File: src/rtl/jpeg_block_sequencer.sv
`default_nettype none
// ============================================================================
//  Module   : jpeg_block_sequencer
//  Purpose  : Buffers one 8x8 RGB block and bursts it into jpeg_top, with an
//             inter-block gap, EOF flagging and a bounded final flush.
//  Option   : JPEG_SEQ_STALL_CNT_EN adds the stall_cnt starvation counter.
//  Revision : 1.0 - initial release
// ============================================================================
module jpeg_block_sequencer #(
   parameter int PIX_W         = 24,
   parameter int BLOCK_PIX     = 64,
   parameter int GAP_CYCLES    = 40,
   parameter int FLUSH_TIMEOUT = 4096
) (
   input  logic             clk,
   input  logic             rst,
   input  logic             start,
   input  logic             s_valid,
   output logic             s_ready,
   input  logic [PIX_W-1:0] s_data,
   input  logic             s_last,
   output logic             enc_enable,
   output logic [PIX_W-1:0] enc_data,
   output logic             enc_eof,
   input  logic             enc_data_ready,
   input  logic             enc_eof_partial,
   output logic             busy,
   output logic             done,
   output logic [15:0]      blk_count,
   output logic [19:0]      word_count,
   output logic             pad_err,
`ifdef JPEG_SEQ_STALL_CNT_EN
   output logic [31:0]      stall_cnt,
`endif
   output logic             flush_to
);

   localparam int PTR_W   = $clog2(BLOCK_PIX);
   localparam int CNT_MAX = (FLUSH_TIMEOUT > GAP_CYCLES) ? FLUSH_TIMEOUT : GAP_CYCLES;
   localparam int CNT_W   = $clog2(CNT_MAX + 1);
   localparam logic [PTR_W-1:0] LAST_PTR = PTR_W'(BLOCK_PIX - 1);

   typedef enum logic [2:0] {
      S_IDLE  = 3'd0,
      S_FILL  = 3'd1,
      S_PAD   = 3'd2,
      S_BURST = 3'd3,
      S_GAP   = 3'd4,
      S_FLUSH = 3'd5,
      S_DONE  = 3'd6
   } state_t;

   state_t             state_q, state_d;
   logic [PTR_W-1:0]   wr_ptr_q, wr_ptr_d, rd_ptr_q, rd_ptr_d;
   logic [CNT_W-1:0]   cnt_q, cnt_d;
   logic               final_q, final_d;
   logic [PIX_W-1:0]   pad_val_q, pad_val_d;
   logic               s_ready_q, s_ready_d;
   logic               busy_q, busy_d, done_q, done_d;
   logic [15:0]        blk_cnt_q, blk_cnt_d;
   logic [19:0]        word_cnt_q, word_cnt_d;
   logic               pad_err_q, pad_err_d, flush_to_q, flush_to_d;
   logic               enc_enable_q, enc_enable_d, enc_eof_q, enc_eof_d;
   logic [PIX_W-1:0]   enc_data_q, enc_data_d;
   logic               buf_we;
   logic [PIX_W-1:0]   buf_wdata;
   logic [PIX_W-1:0]   mem_q [BLOCK_PIX];

   // Block storage carries no reset: contents are only read after a full refill.
   always_ff @(posedge clk) begin
      if (buf_we) mem_q[wr_ptr_q] <= buf_wdata;
   end

   always_comb begin
      state_d      = state_q;
      wr_ptr_d     = wr_ptr_q;
      rd_ptr_d     = rd_ptr_q;
      cnt_d        = cnt_q;
      final_d      = final_q;
      pad_val_d    = pad_val_q;
      busy_d       = busy_q;
      done_d       = 1'b0;
      blk_cnt_d    = blk_cnt_q;
      word_cnt_d   = word_cnt_q;
      pad_err_d    = pad_err_q;
      flush_to_d   = flush_to_q;
      enc_enable_d = 1'b0;
      enc_data_d   = enc_data_q;
      enc_eof_d    = 1'b0;
      buf_we       = 1'b0;
      buf_wdata    = s_data;

      if (busy_q && enc_data_ready && (word_cnt_q != '1)) word_cnt_d = word_cnt_q + 20'd1;

      case (state_q)
         S_IDLE: begin
            if (start) begin
               state_d    = S_FILL;
               busy_d     = 1'b1;
               wr_ptr_d   = '0;
               rd_ptr_d   = '0;
               final_d    = 1'b0;
               blk_cnt_d  = '0;
               word_cnt_d = '0;
               pad_err_d  = 1'b0;
               flush_to_d = 1'b0;
            end
         end
         S_FILL: begin
            if (s_valid && s_ready_q) begin
               buf_we   = 1'b1;
               wr_ptr_d = wr_ptr_q + PTR_W'(1);
               if (wr_ptr_q == LAST_PTR) begin
                  final_d  = s_last;
                  rd_ptr_d = '0;
                  state_d  = S_BURST;
               end else if (s_last) begin
                  pad_val_d = s_data;
                  pad_err_d = 1'b1;
                  state_d   = S_PAD;
               end
            end
         end
         S_PAD: begin
            buf_we    = 1'b1;
            buf_wdata = pad_val_q;
            wr_ptr_d  = wr_ptr_q + PTR_W'(1);
            if (wr_ptr_q == LAST_PTR) begin
               final_d  = 1'b1;
               rd_ptr_d = '0;
               state_d  = S_BURST;
            end
         end
         S_BURST: begin
            enc_enable_d = 1'b1;
            enc_data_d   = mem_q[rd_ptr_q];
            enc_eof_d    = final_q && (rd_ptr_q == '0);
            if ((rd_ptr_q == '0) && (blk_cnt_q != '1)) blk_cnt_d = blk_cnt_q + 16'd1;
            rd_ptr_d = rd_ptr_q + PTR_W'(1);
            if (rd_ptr_q == LAST_PTR) begin
               cnt_d   = '0;
               state_d = S_GAP;
            end
         end
         S_GAP: begin
            cnt_d = cnt_q + CNT_W'(1);
            if (cnt_q == CNT_W'(GAP_CYCLES - 1)) begin
               cnt_d    = '0;
               wr_ptr_d = '0;
               state_d  = final_q ? S_FLUSH : S_FILL;
            end
         end
         S_FLUSH: begin
            cnt_d = cnt_q + CNT_W'(1);
            if (enc_eof_partial) begin
               state_d = S_DONE;
            end else if (cnt_q == CNT_W'(FLUSH_TIMEOUT - 1)) begin
               flush_to_d = 1'b1;
               state_d    = S_DONE;
            end
         end
         S_DONE: begin
            done_d  = 1'b1;
            busy_d  = 1'b0;
            state_d = S_IDLE;
         end
         default: state_d = S_IDLE;
      endcase

      s_ready_d = (state_d == S_FILL);
   end

   always_ff @(posedge clk or negedge rst) begin
      if (!rst) begin
         state_q      <= S_IDLE;
         wr_ptr_q     <= '0;
         rd_ptr_q     <= '0;
         cnt_q        <= '0;
         final_q      <= 1'b0;
         pad_val_q    <= '0;
         s_ready_q    <= 1'b0;
         busy_q       <= 1'b0;
         done_q       <= 1'b0;
         blk_cnt_q    <= '0;
         word_cnt_q   <= '0;
         pad_err_q    <= 1'b0;
         flush_to_q   <= 1'b0;
         enc_enable_q <= 1'b0;
         enc_data_q   <= '0;
         enc_eof_q    <= 1'b0;
      end else begin
         state_q      <= state_d;
         wr_ptr_q     <= wr_ptr_d;
         rd_ptr_q     <= rd_ptr_d;
         cnt_q        <= cnt_d;
         final_q      <= final_d;
         pad_val_q    <= pad_val_d;
         s_ready_q    <= s_ready_d;
         busy_q       <= busy_d;
         done_q       <= done_d;
         blk_cnt_q    <= blk_cnt_d;
         word_cnt_q   <= word_cnt_d;
         pad_err_q    <= pad_err_d;
         flush_to_q   <= flush_to_d;
         enc_enable_q <= enc_enable_d;
         enc_data_q   <= enc_data_d;
         enc_eof_q    <= enc_eof_d;
      end
   end

`ifdef JPEG_SEQ_STALL_CNT_EN
   logic [31:0] stall_q, stall_d;

   // Counts FILL cycles where the source had nothing to offer.
   always_comb begin
      stall_d = stall_q;
      if ((state_q == S_IDLE) && start) stall_d = '0;
      else if ((state_q == S_FILL) && !s_valid && (stall_q != '1)) stall_d = stall_q + 32'd1;
   end

   always_ff @(posedge clk or negedge rst) begin
      if (!rst) stall_q <= '0;
      else      stall_q <= stall_d;
   end

   assign stall_cnt = stall_q;
`endif

   assign s_ready    = s_ready_q;
   assign enc_enable = enc_enable_q;
   assign enc_data   = enc_data_q;
   assign enc_eof    = enc_eof_q;
   assign busy       = busy_q;
   assign done       = done_q;
   assign blk_count  = blk_cnt_q;
   assign word_count = word_cnt_q;
   assign pad_err    = pad_err_q;
   assign flush_to   = flush_to_q;

endmodule
`default_nettype wire

File: config.mk
export PLATFORM = sky130hd
export DESIGN_NAME = jpeg_block_sequencer
export DESIGN_NICKNAME = d
export VERILOG_FILES = /design/src/rtl/jpeg_block_sequencer.sv
export SDC_FILE = /design/constraint.sdc
export NUM_CORES = 2
export LEC_CHECK = 0
export CORE_MARGIN = 2
export CORE_UTILIZATION = 35
export CTS_BUF_LIST = sky130_fd_sc_hd__clkbuf_8
export DETAILED_ROUTE_END_ITERATION = 8
export MAX_ROUTING_LAYER = met4
export PLACE_DENSITY = 0.61
export SLEW_MARGIN = 5
export SYNTH_ARGS = -nofsm -noshare
export SYNTH_HDL_FRONTEND = slang
export SYNTH_SLANG_ARGS = --single-unit
export TNS_END_PERCENT = 100
File: constraint.sdc
create_clock -name clk -period 5.6 [get_ports clk]
set_input_delay 1.12 -clock clk [delete_from_list [all_inputs] [get_ports clk]]
set_output_delay 1.12 -clock clk [all_outputs]
set_load 0.03 [all_outputs]
==> flow_summary.json <==
{
  "period_minus_slack_ps": 3750,
  "cp.arrival_ps": 4610,
  "final_cells": 6208,
  "slew_headroom_pct": 20.8,
  "synthTopCellsByCount": "1536 x edfxtp_1, 314 x mux4_2, 173 x mux2i_1, 120 x dfrtp_1, 119 x nor2_1",
  "cts_resized": 0,
  "cts_hold_buf": 0,
  "synth_cell_types": 73,
  "io-pin-count": 98,
  "total_power_w": 0.0250,
  "tns_ps": 0,
  "post_synth.cell_area_avg_um2": 20.1,
  "max-cap-violations": 0,
  "grt_pass1_vias": 32914,
  "drc": 0,
  "reg2reg_to": "enc_data[3]$_DFFE_PN0P_",
  "cts_made_buffers": 288,
  "p_leak_nw": 23.1,
  "max_freq_mhz": 266,
  "seq_area_frac_synth_pct": 76.1,
  "num_rows": 157,
  "nFillCells": 16181,
  "period_share_pct": 67.1,
  "ir_worst_vdd_uv": 264,
  "yosysWarnings": 0,
  "wl_per_cell_um": 27.2,
  "holdCritPathClass": "input pin to asynchronous set/reset pin",
  "fin_util_pct": 40.3,
  "gr-total-overflow": 0,
  "htreeDepth": 5,
  "synthFlopType": "edfxtp_1",
  "cts.sinks": 1656,
  "globalplace.congestion": 0.881,
  "synth_edf_count": 1536,
  "clock_latency_ps": 990,
  "setup_viol": 0,
  "fin_area_mm2": 0.0739,
  "dieArea_mm2": 0.188,
  "drive_gt1_share_pct": 25.0,
  "grt_use_total_pct": 18.3,
  "rr_startpoint": "rd_ptr_q[3]$_DFFE_PN0P_",
  "synth_area_leaders": "edfxtp_1 71%, mux4_2 11%, dfrtp_1 4.6%",
  "start_util_pct": 35.2,
  "post_drt_via_cell_ratio": 5.38,
  "worst_pin_slew_ps": 1180,
  "end_kind": "register",
  "cts-root-buf": "clkbuf_8",
  "grt-busiest-layer": "met2",
  "path_clk_slew_ps": 60,
  "crit_path_max_fanout": 33,
  "grt_max_degree": 120,
  "cts_tree": "yes",
  "drt-initial-drc-count": 4094,
  "placed_cell_area_mm2": 0.0691,
  "ant_nets": 0,
  "io_buffers": 97,
  "multiInputGateArea_mm2": 0.0148,
  "fin_nets": 3586,
  "postCtsSetupBuffers": 0,
  "synth_most_common_cell": "edfxtp_1",
  "core_area_mm2": 0.183,
  "start_kind": "register",
  "synth_seq_cells": 1656,
  "vias": 33390,
  "grt_pass1_wl_mm": 239,
  "syn-instance-count": 3209,
  "synth_top_cell_area_share_pct": 71.4,
  "critical_path_class": "register to register",
  "skew_ps": 54.3,
  "r2r_slack_ps": 1850,
  "yosys.area.top_type": "edfxtp_1",
  "grt_util_met2_pct": 27.2,
  "syn_nets": 3246,
  "powerDensity_mw_per_mm2": 338,
  "dieHeight_um": 434,
  "area_delta_synth_final_pct": 14.5,
  "rr_worst_depth": 6,
  "status": "finished, final reports clean",
  "regArea_mm2": 0.0491,
  "wirelength_mm": 169,
  "grt_use_met3_pct": 3.34,
  "async_reset_ff_share_pct": 7.25,
  "place_hpwl_mm": 101,
  "required_ps": 6460,
  "syn_area_mm2": 0.0646,
  "drv_slew": 0,
  "clk_path_buf_depth": 4,
  "use_met1_pct": 24.9,
  "dp_cells": 5723,
  "die_x_um": 434,
  "hold_viol": 0,
  "rsz0062_at_grt": "no",
  "antenna_found_initial": 8,
  "drtPass1Iterations": 5
}
-- cell usage in the layout (no fill, tap or decap), drive strengths merged, types with 11 or more instances in the layout --
master         count
inv              109
buf              131
o2bb2ai           31
nand2             96
clkbuf           300
nor3              15
nor2             119
dfrtp            120
mux4             314
mux2              68
clkinv            73
xor2              22
o221ai            16
clkdlybuf4s50     96
edfxtp          1536
nand4             16
a22oi             64
nand3             26
o21ai             66
o22ai             25
a211o             22
a211oi            37
or3               13
a31oi             12
a21oi             68
and3              11
o211ai            32
mux2i            173
-- worst max-delay path, stage by stage (launching register included) --
cell and delay (ps):
dfrtp_4 670, buf_4 390, and2_2 610, buf_4 370
a211oi_1 620, o21ai_0 520, a211o_1 400
-- kinds of logic after synthesis --
group / count (synthesis) / synth area share (%)
simple gates: 358 / 2.73
flops: 1656 / 76.1
xor+xnor: 29 / 0.393
mux: 555 / 14.8
fa+ha+maj: 6 / 0.116
compound gates: 414 / 4.44
buf+inv: 191 / 1.43
-- power breakdown --
group | internal, W | total [W] | switching (W) | leakage, nW
sequential | 0.0137 | 0.0139 | 0.000113 | 15.4
combinational | 0.000492 | 0.00150 | 0.00101 | 4.82
clock | 0.00495 | 0.00963 | 0.00468 | 2.83
-- layer usage --
layer / vias up / routed length [um]
li1: 14009 / -
met3: 345 / 13900
met4: 0 / 6560
met5: - / 0
met1: 17466 / 70000
met2: 1570 / 78100
-- flip-flops by register name (all words and copies together), names as in the netlist --
name and cells:
busy 1, enc_eof 1, pad_err 1, word_count 20
pad_val_q 24, rd_ptr_q 6, enc_enable 1, wr_ptr_q 6
mem_q 1536, cnt_q 13, final_q 1, enc_data 24
flush_to 1, s_ready 1, done 1, state_q 3
blk_count 16
-- through the flow --
stage / setup WS [ps] / hold WS [ps]
after floorplan: 606 / 474
after global placement: 1400 / 481
after detailed placement: 1350 / 488
after CTS: 1900 / 113
after global routing: 1740 / 180
final: 1850 / 160
-- worst max-delay path by stage --
| stage | start | depth (start not counted) | slack, ps | end |
|---|---|---|---|---|
| floorplan | s_valid | 4 | 610 | mem_q[48][0]$_DFFE_PP_ |
| global placement | s_valid | 8 | 1400 | mem_q[13][4]$_DFFE_PP_ |
| detailed placement | s_valid | 6 | 1350 | mem_q[62][1]$_DFFE_PP_ |
| CTS | rd_ptr_q[3]$_DFFE_PN0P_ | 7 | 1900 | enc_data[22]$_DFFE_PN0P_ |
| global route | rd_ptr_q[3]$_DFFE_PN0P_ | 7 | 1740 | enc_data[0]$_DFFE_PN0P_ |
| finish | rd_ptr_q[3]$_DFFE_PN0P_ | 6 | 1850 | enc_data[3]$_DFFE_PN0P_ |
-- area by class of cell --
type | count | area share, %
Antenna cell | 10 | 0.0338
Clock buffer | 300 | 5.58
Clock inverter | 175 | 0.983
Inverter | 14 | 0.0711
Multi-Input combinational cell | 1362 | 20.0
Sequential cell | 1656 | 66.5
Tap cell | 2464 | 4.17
Timing Repair Buffer | 227 | 2.74
Note: power is estimated with default switching activity, not from simulation.
